## src/rtl/sdram_line_port.sv

```systemverilog
// sdram_line_port
// Single-line write-back / write-allocate buffer between the CPU word bus and
// the 256-bit line request interface of the SDRAM controller. One clock
// (memory clock), asynchronous active-low reset, all outputs registered.
//
// Ports
//   clk, resetn                 clock, async active-low reset
//   bus_addr[23:0]              word address ([23:3] line, [2:0] word)
//   bus_data[31:0], bus_we      write data / write enable, sampled with bus_start
//   bus_start, bus_flush        one-cycle request pulses (ignored while busy)
//   bus_done, bus_q[31:0]       completion pulse / read data (held until next done)
//   bus_busy                    high whenever the port is not idle
//   cpu_addr[20:0]              SDRAM line address
//   cpu_data[255:0], cpu_we     line write data / write strobe
//   cpu_start                   SDRAM request, held until cpu_done
//   cpu_done, cpu_q[255:0]      controller completion pulse / line read data
module sdram_line_port (
    input  logic         clk,
    input  logic         resetn,
    input  logic [23:0]  bus_addr,
    input  logic [31:0]  bus_data,
    input  logic         bus_we,
    input  logic         bus_start,
    input  logic         bus_flush,
    output logic         bus_done,
    output logic [31:0]  bus_q,
    output logic         bus_busy,
    output logic [20:0]  cpu_addr,
    output logic [255:0] cpu_data,
    output logic         cpu_we,
    output logic         cpu_start,
    input  logic         cpu_done,
    input  logic [255:0] cpu_q
);

    localparam logic [2:0] ST_IDLE   = 3'd0;
    localparam logic [2:0] ST_WB     = 3'd1;
    localparam logic [2:0] ST_WB_GAP = 3'd2;
    localparam logic [2:0] ST_FILL   = 3'd3;
    localparam logic [2:0] ST_RESP   = 3'd4;
    localparam logic [2:0] ST_FLUSH  = 3'd5;

    // Extract 32-bit word `sel` from a line.
    function automatic logic [31:0] word_get(input logic [255:0] line, input logic [2:0] sel);
        word_get = line[{sel, 5'd0} +: 32];
    endfunction

    // Replace 32-bit word `sel` of a line with `data`.
    function automatic logic [255:0] word_put(input logic [255:0] line, input logic [2:0] sel,
                                              input logic [31:0] data);
        logic [255:0] res;
        res = line;
        res[{sel, 5'd0} +: 32] = data;
        word_put = res;
    endfunction

    logic [2:0]   state_r;
    logic [2:0]   state_nxt_s;
    logic [255:0] line_buf_r;
    logic [20:0]  line_tag_r;
    logic         valid_r;
    logic         dirty_r;
    logic [23:0]  req_addr_r;
    logic [31:0]  req_data_r;
    logic         req_we_r;
    logic         hit_rd_r;     // pending request is a read hit: RESP loads bus_q
    logic         bus_done_r;
    logic [31:0]  bus_q_r;
    logic         bus_busy_r;
    logic [20:0]  cpu_addr_r;
    logic [255:0] cpu_data_r;
    logic         cpu_we_r;
    logic         cpu_start_r;

    logic         hit_s;
    logic [20:0]  cpu_addr_nxt_s;
    logic [255:0] cpu_data_nxt_s;
    logic         cpu_we_nxt_s;
    logic         cpu_start_nxt_s;

    assign hit_s = valid_r && (bus_addr[23:3] == line_tag_r);

    // Next-state decode.
    // RESP holds for one extra cycle on hits and clean flushes so bus_done
    // lands two cycles after the request; controller completions enter RESP
    // with bus_done already raised, giving done one cycle after cpu_done.
    always_comb begin
        state_nxt_s = state_r;
        case (state_r)
            ST_IDLE: begin
                if (bus_start) begin
                    if (hit_s) begin
                        state_nxt_s = ST_RESP;
                    end else if (valid_r && dirty_r) begin
                        state_nxt_s = ST_WB;
                    end else begin
                        state_nxt_s = ST_FILL;
                    end
                end else if (bus_flush) begin
                    if (valid_r && dirty_r) begin
                        state_nxt_s = ST_FLUSH;
                    end else begin
                        state_nxt_s = ST_RESP;
                    end
                end else begin
                    state_nxt_s = ST_IDLE;
                end
            end
            ST_WB:     state_nxt_s = cpu_done ? ST_WB_GAP : ST_WB;
            ST_WB_GAP: state_nxt_s = ST_FILL;
            ST_FILL:   state_nxt_s = cpu_done ? ST_RESP : ST_FILL;
            ST_FLUSH:  state_nxt_s = cpu_done ? ST_RESP : ST_FLUSH;
            ST_RESP:   state_nxt_s = bus_done_r ? ST_IDLE : ST_RESP;
            default:   state_nxt_s = ST_IDLE;
        endcase
    end

    // Controller-side outputs derived from the upcoming state so they are
    // registered and constant for the whole time cpu_start is high.
    always_comb begin
        cpu_start_nxt_s = 1'b0;
        cpu_we_nxt_s    = 1'b0;
        cpu_addr_nxt_s  = 21'd0;
        cpu_data_nxt_s  = 256'd0;
        case (state_nxt_s)
            ST_WB, ST_FLUSH: begin
                cpu_start_nxt_s = 1'b1;
                cpu_we_nxt_s    = 1'b1;
                cpu_addr_nxt_s  = line_tag_r;
                cpu_data_nxt_s  = line_buf_r;
            end
            ST_FILL: begin
                cpu_start_nxt_s = 1'b1;
                // Straight from IDLE the request is not latched yet.
                cpu_addr_nxt_s  = (state_r == ST_IDLE) ? bus_addr[23:3] : req_addr_r[23:3];
            end
            default: begin
                cpu_start_nxt_s = 1'b0;
            end
        endcase
    end

    // State, line buffer and registered outputs.
    always_ff @(posedge clk or negedge resetn) begin
        if (!resetn) begin
            state_r     <= ST_IDLE;
            line_buf_r  <= 256'd0;
            line_tag_r  <= 21'd0;
            valid_r     <= 1'b0;
            dirty_r     <= 1'b0;
            req_addr_r  <= 24'd0;
            req_data_r  <= 32'd0;
            req_we_r    <= 1'b0;
            hit_rd_r    <= 1'b0;
            bus_done_r  <= 1'b0;
            bus_q_r     <= 32'd0;
            bus_busy_r  <= 1'b0;
            cpu_addr_r  <= 21'd0;
            cpu_data_r  <= 256'd0;
            cpu_we_r    <= 1'b0;
            cpu_start_r <= 1'b0;
        end else begin
            state_r     <= state_nxt_s;
            bus_busy_r  <= (state_nxt_s != ST_IDLE);
            cpu_start_r <= cpu_start_nxt_s;
            cpu_we_r    <= cpu_we_nxt_s;
            cpu_addr_r  <= cpu_addr_nxt_s;
            cpu_data_r  <= cpu_data_nxt_s;
            bus_done_r  <= 1'b0;
            case (state_r)
                ST_IDLE: begin
                    if (bus_start) begin
                        req_addr_r <= bus_addr;
                        req_data_r <= bus_data;
                        req_we_r   <= bus_we;
                        hit_rd_r   <= hit_s && !bus_we;
                        if (hit_s && bus_we) begin
                            line_buf_r <= word_put(line_buf_r, bus_addr[2:0], bus_data);
                            dirty_r    <= 1'b1;
                        end
                    end else if (bus_flush) begin
                        hit_rd_r <= 1'b0;
                    end
                end
                ST_WB, ST_FLUSH: begin
                    if (cpu_done) begin
                        dirty_r    <= 1'b0;
                        bus_done_r <= (state_r == ST_FLUSH);
                    end
                end
                ST_FILL: begin
                    if (cpu_done) begin
                        line_tag_r <= req_addr_r[23:3];
                        valid_r    <= 1'b1;
                        bus_done_r <= 1'b1;
                        if (req_we_r) begin
                            line_buf_r <= word_put(cpu_q, req_addr_r[2:0], req_data_r);
                            dirty_r    <= 1'b1;
                        end else begin
                            line_buf_r <= cpu_q;
                            bus_q_r    <= word_get(cpu_q, req_addr_r[2:0]);
                        end
                    end
                end
                ST_RESP: begin
                    if (!bus_done_r) begin
                        bus_done_r <= 1'b1;
                        if (hit_rd_r) begin
                            bus_q_r <= word_get(line_buf_r, req_addr_r[2:0]);
                        end
                    end
                end
                default: begin
                    bus_done_r <= 1'b0;
                end
            endcase
        end
    end

    assign bus_done  = bus_done_r;
    assign bus_q     = bus_q_r;
    assign bus_busy  = bus_busy_r;
    assign cpu_addr  = cpu_addr_r;
    assign cpu_data  = cpu_data_r;
    assign cpu_we    = cpu_we_r;
    assign cpu_start = cpu_start_r;

endmodule

```

## config.mk

```make
export PLATFORM = sky130hd
export DESIGN_NAME = sdram_line_port
export DESIGN_NICKNAME = d
export VERILOG_FILES = /design/src/rtl/sdram_line_port.sv
export SDC_FILE = /design/constraint.sdc
export NUM_CORES = 1
export LEC_CHECK = 0
export CAP_MARGIN = 10
export CORE_MARGIN = 2
export CORE_UTILIZATION = 38
export CTS_BUF_LIST = sky130_fd_sc_hd__clkbuf_16
export DETAILED_ROUTE_END_ITERATION = 16
export SETUP_SLACK_MARGIN = 0.02
export SYNTH_ARGS = -nofsm -noshare
export SYNTH_HDL_FRONTEND = slang
export SYNTH_SLANG_ARGS = --single-unit
```

## constraint.sdc

```tcl
create_clock -name clk -period 3.5 [get_ports clk]
set_input_delay 0.525 -clock clk [delete_from_list [all_inputs] [get_ports clk]]
set_output_delay 0.525 -clock clk [all_outputs]
set_load 0.01 [all_outputs]
```

== Word-level counts from Yosys, hierarchy flattened ==
Cells that the tools add are included.

* Input port bits: 318
* Register bits after elaboration: 653
* Output and inout port bits: 313
* Word-level logic and storage cells: 100

* Eq/ne operators: 17
* Add/sub/neg operators: 2
* Mux-type cells: 39
* Shifts and indexed selects: 6
* Reduce and logical (&&, ||, !) cells: 20

{| class="wikitable"
|+ Operator list
! operator !! count
|-
| two-way mux 256 bit || 5
|-
| bitwise mux 256 bit || 2
|-
| one-hot mux 256 bit (2 select lines) || 1
|-
| variable shift 32 x 10 -> 256 bit, first input constant || 2
|-
| variable part select 256 x 9 -> 32 bit || 2
|-
| variable part select 32 x 10 -> 256 bit || 2
|-
| two-way mux 32 bit || 4
|-
| one-hot mux 32 bit (2 select lines) || 1
|-
| one-hot mux 21 bit (2 select lines) || 1
|-
| == test 21 bit || 1
|-
| two-way mux 21 bit || 1
|-
| negation 8 -> 10 bit || 2
|-
| one-hot mux 3 bit (6 select lines) || 1
|-
| two-way mux 3 bit || 5
|-
| two-way mux 1 bit || 14
|-
| != test 2 bit, second input constant || 7
|-
| == test 3 x 2 -> 1 bit, second input constant || 3
|-
| == test 3 bit, second input constant || 3
|-
| == test 3 x 1 -> 1 bit, second input constant || 2
|-
| one-hot mux 1 bit (3 select lines) || 2
|-
| AND reduction 2 bit || 3
|-
| AND reduction 6 bit || 1
|-
| nonzero test 2 bit || 3
|-
| nonzero test 3 bit || 2
|-
| other kinds (9) || 14
|}

== Longest topological paths before layout ==
Gate-level depths: netlist (run 1).

* Depth after elaboration: 8
* Gate-level depth with buffers: 14
* Mapped depth without buffers: 9

== Worst setup path before layout (run 1) ==
Ideal clock, no wire load.

* Path type: reg-to-reg
* Start point: register req_addr_r[0]
* End point: register line_buf_r[223]
* Period minus slack after synthesis: 3.170 ns
* Path buffers: 5
* Library setup time: 0.126 ns
* Cell stages (with the launch flop): 13
* Arrival time: 3.043 ns
* Path slack: 0.330 ns
* Cell sequence: dfrtp_1 -> buf_2 -> inv_1 -> clkbuf_1 -> clkbuf_1 -> ha_1 -> ha_1 -> clkbuf_1 -> nor3_1 -> clkbuf_1 -> a21oi_1 -> o22ai_1 -> o2bb2a_1

* Longest elaborated chain between the ends: 6
* Elaborated cells between the ends (all ways): 7

{| class="wikitable"
|+ RTL lines
! item !! line !! source
|-
| start, declared || 63 || <nowiki>logic [23:0] req_addr_r;</nowiki>
|-
| start signal, assigned || 173 || <nowiki>req_addr_r <= bus_addr;</nowiki>
|-
| negation 8 -> 10 bit * || 53 || <nowiki>res[{sel, 5'd0} +: 32] = data;</nowiki>
|-
| variable part select 32 x 10 -> 256 bit or variable shift 32 x 10 -> 256 bit (tied branches) || 53 ||
|-
| bitwise mux 256 bit * || 53 ||
|-
| two-way mux 256 bit * || 196 || <nowiki>if (req_we_r) begin</nowiki>
|-
| two-way mux 256 bit * || 192 || <nowiki>if (cpu_done) begin</nowiki>
|-
| one-hot mux 256 bit (2 select lines) * || 170 || <nowiki>case (state_r)</nowiki>
|-
| end signal, assigned || 178 || <nowiki>line_buf_r <= word_put(line_buf_r, bus_addr[2:0], bus_data);</nowiki>
|-
| end signal, assigned || 197 || <nowiki>line_buf_r <= word_put(cpu_q, req_addr_r[2:0], req_data_r);</nowiki>
|-
| end signal, assigned || 200 || <nowiki>line_buf_r <= cpu_q;</nowiki>
|-
| end, declared || 59 || <nowiki>logic [255:0] line_buf_r;</nowiki>
|}

Every way passes the cells marked *; elsewhere a longest branch is shown, timed or not. The select of a mux whose other input is x is not followed.
A chain may end at the register's enable or synchronous reset.

== Worst setup path after layout (run 1) ==
* Start point: register req_addr_r[0]
* End point: register line_buf_r[252]

The elaborated chain is that of the path after synthesis.

==> results of run 1 <==
[through the flow]
stage                     hold WS [ps]  total power, mW
after global routing               496             39.4
after floorplan                    229             21.1
after detailed placement           465             29.2
after CTS                          478             37.5
final                              476             37.7
after global placement             461             29.0
[final timing paths]
| path | to | cells after the start |
|---|---|---|
| max in group asynchronous | bus_q[7] | 3 |
| hold reg to reg | bus_q[17] | 2 |
| hold / removal | bus_q[17] | 2 |
| setup reg to reg | line_buf_r[252] | 6 |
| setup / recovery | line_buf_r[252] | 6 |
| min in group asynchronous | cpu_data[152] | 2 |
[per-layer routing]
metal  GRT usage, %  wire, um
met1           45.4     61100
met5              0       237
met2           46.3     63600
met3           10.9     18300
met4           12.8      6220
[power by group through the flow]
stage	sequential (mW)	clock [mW]	combinational, mW
floorplan	12.0	0	9.05
global placement	12.8	0	16.3
detailed placement	12.7	0	16.5
CTS	12.6	8.27	16.5
global route	12.9	8.59	17.8
finish	12.8	8.17	16.8
[synth_stat cells, drive strengths merged, types with 32 or more instances]
master	instances
a2111oi	32
a21oi	249
a2bb2oi	122
a31oi	36
and2	257
buf	134
clkbuf	199
dfrtp	653
mux2	234
mux4	32
nand2	573
nand3	178
nand4	50
nor2	162
o21ai	178
o22ai	125
o31ai	46
[layout make-up]
type                            instances  share of cell area (%)
Timing Repair Buffer                  760                    17.9
Multi-Input combinational cell       2446                    35.3
Inverter                               15                   0.129
Clock inverter                         60                    1.25
Antenna cell                           29                   0.166
Sequential cell                       653                    37.4
Tap cell                             1155                    3.31
Clock buffer                           79                    4.52
[state kept, by name, indices dropped and copies added, names as in the netlist]
name        cells
req_data_r     32
bus_q          32
req_we_r        1
cpu_addr       21
dirty_r         1
valid_r         1
bus_done        1
cpu_data      256
state_r         3
bus_busy        1
line_tag_r     21
cpu_we          1
hit_rd_r        1
cpu_start       1
line_buf_r    256
req_addr_r     24
[layout by cell type, fill, tap and decap left out, types with 19 or more instances in the layout]
cell / n
and2_1: 257
o211a_1: 21
inv_1: 25
a21oi_1: 249
dfrtp_1: 651
mux2i_1: 22
clkbuf_16: 79
mux2_2: 228
buf_12: 43
nand4_1: 48
diode_2: 29
nor2_1: 156
clkdlybuf4s50_1: 629
mux4_2: 32
a2bb2oi_1: 122
a22o_1: 19
a2111oi_0: 32
o22ai_1: 125
nand3_1: 177
buf_4: 86
nand2_1: 568
o21ai_0: 176
o31ai_1: 46
a31oi_1: 35
[timing repair]
item	in CTS	in global routing
hold buffers	1	0
setup endpoints to repair	1	0
gates resized for setup	1	0
hold endpoints to repair	57	0
[critical path, delay by kind of cell, from the launching register on]
family / cells / cell delay (ps)
AO/OA/AOI/OAI: 2 / 700
buffers and inverters: 1 / 250
flip-flops: 1 / 480
AND/OR/NAND/NOR: 3 / 1730
[cell families after synthesis]
group                    share of synthesized area [%]
XOR/XNOR                                         0.555
AO/OA/AOI/OAI                                     16.7
flip-flops                                        49.3
adder cells (fa/ha/maj)                          0.264
buffers and inverters                             4.46
AND/OR/NAND/NOR                                   17.9
multiplexers                                      10.8
==> run_results.csv, run 1 <==
group,metric,value,unit
clock_tree,clock-sinks,653,
pwr,ir_worst_vdd,0.512,mV
detailed_routing,drc,0,
worst_setup_path,r2r-start,"req_addr_r[0]",
timing,skew,12.4,ps
pwr,p_comb_share,44.4,%
clock_tree,cts_setup_buffers,0,
timing,slew_violations,0,
worst_setup_path,cp_max_fo,48,
worst_setup_path,crit_chain,"buf_4, nor3_1, or3_4, nor2_1, a222oi_1, o31ai_1",
worst_setup_path,r2r_slack,170,ps
pwr,p_seq_share,33.9,%
detailed_routing,antenna_left,0,
pwr,power_frac_clock,21.7,%
worst_setup_path,crit_type,"reg -> reg",
worst_setup_path,cp-end-kind,"flop",
placement,place.gp.congestion,0.994,
pwr,switchingPower,15.5,mW
yosys,synth_nets,3772,
placement,dpl_worst_slack,15.6,ps
global_route,grt_pass1_wl,213000,um
clock_tree,cts-root-buf,"clkbuf_16",
yosys,yosysTopAreaCellShare,49.3,%
global_route,grt_overflow_total,0,
timing,setup_viol,0,
cells_and_area,instances_no_fill,5197,
placement,place_area,41100,um2
detailed_routing,routed_via_density,5.86,
floorplan,core,86600,um2
placement,dpl.hpwl,109000,um
detailed_routing,wl_per_cell,28.8,um
timing,rsz0062_at_grt,"no",
timing,maxSlewHeadroom,32.4,%
pwr,swShare,41.2,%
placement,placement.io_buffers,630,
yosys,syn_inst,3447,
timing,max_freq,0.300,GHz
flow_run,cap_violations,0,
detailed_routing,first_pass_iters,7,
cells_and_area,fin_util,50.4,%
placement,dpl.cell_count,5028,
global_route,grt_pass1_vias,29000,
detailed_routing,vias,30400,
global_route,grt_usage,32.5,%
worst_setup_path,cp-start-kind,"flop",
clock_tree,cts-buffers-inserted,76,
cells_and_area,multi_input_area,15400,um2
cells_and_area,seq_area,16300,um2
global_route,antenna_found_initial,45,
floorplan,start_util,38.3,%
yosys,synth_edf_count,0,
worst_setup_path,startpoint,"req_addr_r[0]",
status,outcome,"complete, no violations",
floorplan,die_x,299,um
cells_and_area,n_fill_cell,8005,
yosys,avgSynthCellArea,9.61,um2
worst_setup_path,max_stage_delay,850,ps
clock_tree,cts_tree,"done",
clock_tree,cts.clk_slew.worst_paths,60,ps
yosys,synth_flop_cell,"dfrtp_1",
floorplan,num_io_pins,631,
yosys,synth_area_leaders,"dfrtp_1, mux2_2, nand2_1",
timing,final_hold_viol_count,0,
clock_tree,insertion_delay,630,ps
timing,fin_setup_tns,0,ps
cells_and_area,nNetsFinal,4277,
timing,finalWorstSetupSlack,167,ps
timing,finalCritPeriodShare,95.2,%
pwr,p_int,22.2,mW
worst_setup_path,arrival,3810,ps
detailed_routing,drt_iter0_drc,4354,
global_route,grt_max_degree,132,
cells_and_area,final_cell_area,43700,um2
clock_tree,clk_path_buf_depth,3,
floorplan,die-area,89600,um2
floorplan,rows,108,
cells_and_area,drive_gt1_share,13.6,%
worst_setup_path,cp_slowest_cell,"nor3_1",
yosys,ys_ff_latch,653,
detailed_routing,routed_wl,149000,um
yosys,seq_area_frac_synth,49.3,%
pwr,p_leak,18.3,nW
timing,fin_crit,3330,ps
timing,worst_pin_slew,1010,ps
pwr,p_per_area,863,nW/um2
worst_setup_path,critPathRequiredTime,3980,ps
cells_and_area,syn_to_final_growth,31.8,%
yosys,synth_top_cell_by_area,"dfrtp_1",
floorplan,fp.dieH,299,um
clock_tree,h-tree-depth,3,
yosys,postSynth.asyncResetShare,100,%
yosys,ys_warn_count,0,
yosys,syn_area,33100,um2
worst_hold_path,hold_path_class,"reg -> reg",
worst_hold_path,worstHoldStart,"bus_q[17]",
yosys,ys_types,65,
No activity file was read; power rests on OpenSTA's default activity.
==> run 2, diff against run 1 <==
CTS_BUF_LIST = sky130_fd_sc_hd__clkbuf_8 sky130_fd_sc_hd__clkbuf_16   (was sky130_fd_sc_hd__clkbuf_16)
==> run 2 against run 1 <==
Effect of this change:
- design area grew 0.28%
- fmax grew 1.4%
- clock skew grew 0.67 ps
- power grew 0.74%
- core utilization grew 0.14 points
- die area is the same
- count of clock-buffer cells in the layout grew 13
- wire length is essentially flat
- first-iteration DRC count grew 0.96%
- worst setup slack gained 45 ps
- flip-flop and latch count is the same
- critical path type unchanged
- critical endpoint unchanged
- largest cell class unchanged
- largest power group unchanged
==> run_results.csv, run 2 (synthesis gave the netlist of run 1 again) <==
group,metric,value,unit
worst_setup_path,cp-end-kind,"flop",
flow_run,cap_violations,0,
global_route,grt_overflow_total,0,
cells_and_area,drive_gt1_share,13.9,%
clock_tree,cts-root-buf,"clkbuf_16",
global_route,grt_pass1_wl,214000,um
timing,setup_viol,0,
cells_and_area,seq_area,16300,um2
floorplan,num_io_pins,631,
pwr,ir_worst_vdd,0.510,mV
floorplan,rows,108,
floorplan,fp.dieH,299,um
detailed_routing,drc,0,
global_route,grt_usage,32.5,%
timing,max_freq,0.304,GHz
cells_and_area,n_fill_cell,7987,
worst_setup_path,crit_type,"reg -> reg",
floorplan,die-area,89600,um2
timing,worst_pin_slew,975,ps
worst_setup_path,critPathRequiredTime,3980,ps
global_route,grt.busiest_layer,"met2",
placement,place.gp.congestion,0.994,
cells_and_area,nNetsFinal,4277,
global_route,antenna_found_initial,44,
timing,maxSlewHeadroom,34.5,%
global_route,grt_util_met3,11.0,%
timing,hold_ws,475,ps
detailed_routing,drt_iter0_drc,4396,
pwr,p_per_area,867,nW/um2
placement,dpl.hpwl,109000,um
detailed_routing,routed_via_density,5.89,
timing,rsz0062_at_grt,"no",
placement,placement.io_buffers,630,
clock_tree,insertion_delay,630,ps
detailed_routing,first_pass_iters,10,
floorplan,start_util,38.3,%
timing,fin_setup_tns,0,ps
detailed_routing,vias,30600,
floorplan,core,86600,um2
timing,skew,13.1,ps
detailed_routing,wl_per_cell,28.8,um
global_route,met1_usage,45.2,%
worst_setup_path,cp-start-kind,"flop",
cells_and_area,final_common_cell,"dfrtp_1",
global_route,gr-usage-met2,46.2,%
cells_and_area,multi_input_area,15400,um2
clock_tree,cts.clk_slew.worst_paths,60,ps
global_route,grt_max_degree,132,
timing,slew_violations,0,
worst_setup_path,cp_max_fo,48,
timing,fin_crit,3290,ps
pwr,p_total,38.0,mW
floorplan,die_x,299,um
global_route,grt_pass1_vias,29100,
clock_tree,cts_tree,"done",
cells_and_area,fin_util,50.6,%
clock_tree,clock-sinks,653,
status,outcome,"complete, no violations",
timing,finalCritPeriodShare,93.9,%
clock_tree,h-tree-depth,3,
clock_tree,cts-buffers-inserted,76,
detailed_routing,antenna_left,0,
timing,final_hold_viol_count,0,
cells_and_area,syn_to_final_growth,32.2,%
cells_and_area,final_cell_mix,"dfrtp_1, clkdlybuf4s50_1, nand2_1",
detailed_routing,routed_wl,149000,um
clock_tree,clk_path_buf_depth,3,
worst_hold_path,hold_path_class,"in -> async",
pwr,p_leak,18.3,nW
worst_setup_path,arrival,3770,ps
## run 2: routing by layer
metal | wire (um) | vias to the layer above
met5 | 236 | -
met4 | 6620 | 36
met3 | 18300 | 322
met2 | 63300 | 2000
met1 | 61000 | 15000
li1 | - | 13300
## run 2: repair_timing
item	4_1_cts	5_1_grt
resized for setup	1	0
endpoints found under the setup margin	1	0
buffers inserted	0	0
hold endpoints to repair	57	0
hold buffers	1	0
## run 2: worst paths after layout
kind,start,endpoint,slack [ps],cells past startpoint
worst max register to register,req_addr_r[0],line_buf_r[252],210,6
max in group asynchronous,resetn,bus_q[4],1910,3
min in group clk,bus_q[12],bus_q[12],480,2
worst max-delay path,req_addr_r[0],line_buf_r[252],210,6
worst min register to register,bus_q[12],bus_q[12],480,2
worst min-delay path,resetn,cpu_data[151],480,2
## run 2: cell type report
type	count	share of cell area, %
flip-flops and latches	653	37.3
repair buffers	760	17.9
well taps	1155	3.30
clock inverters	47	1.14
inverters	15	0.129
diodes	26	0.148
multi-input cells	2446	35.2
clock buffers	92	4.92
## run 2: worst max-delay path: stages (launching register included)
cell	delay (ps)
dfrtp_4	480
buf_4	250
nor3_1	830
or3_4	620
nor2_1	240
a222oi_1	580
o31ai_1	110
## run 2: metrics by stage
step           setup slack, ps  instances  cell area (um2)
2_1_floorplan              330       3447            33100
3_3_place_gp              21.6       5028            41100
3_5_place_dp              15.6       5028            41100
4_1_cts                    314       5168            43700
5_1_grt                   72.3       5188            43800
6_report                   212       5194            43800
## run 2: report_power, final
group	internal [mW]	switching, mW
registers	10.1	2.63
logic	7.26	9.49
clock network	5.05	3.42
total	22.5	15.5
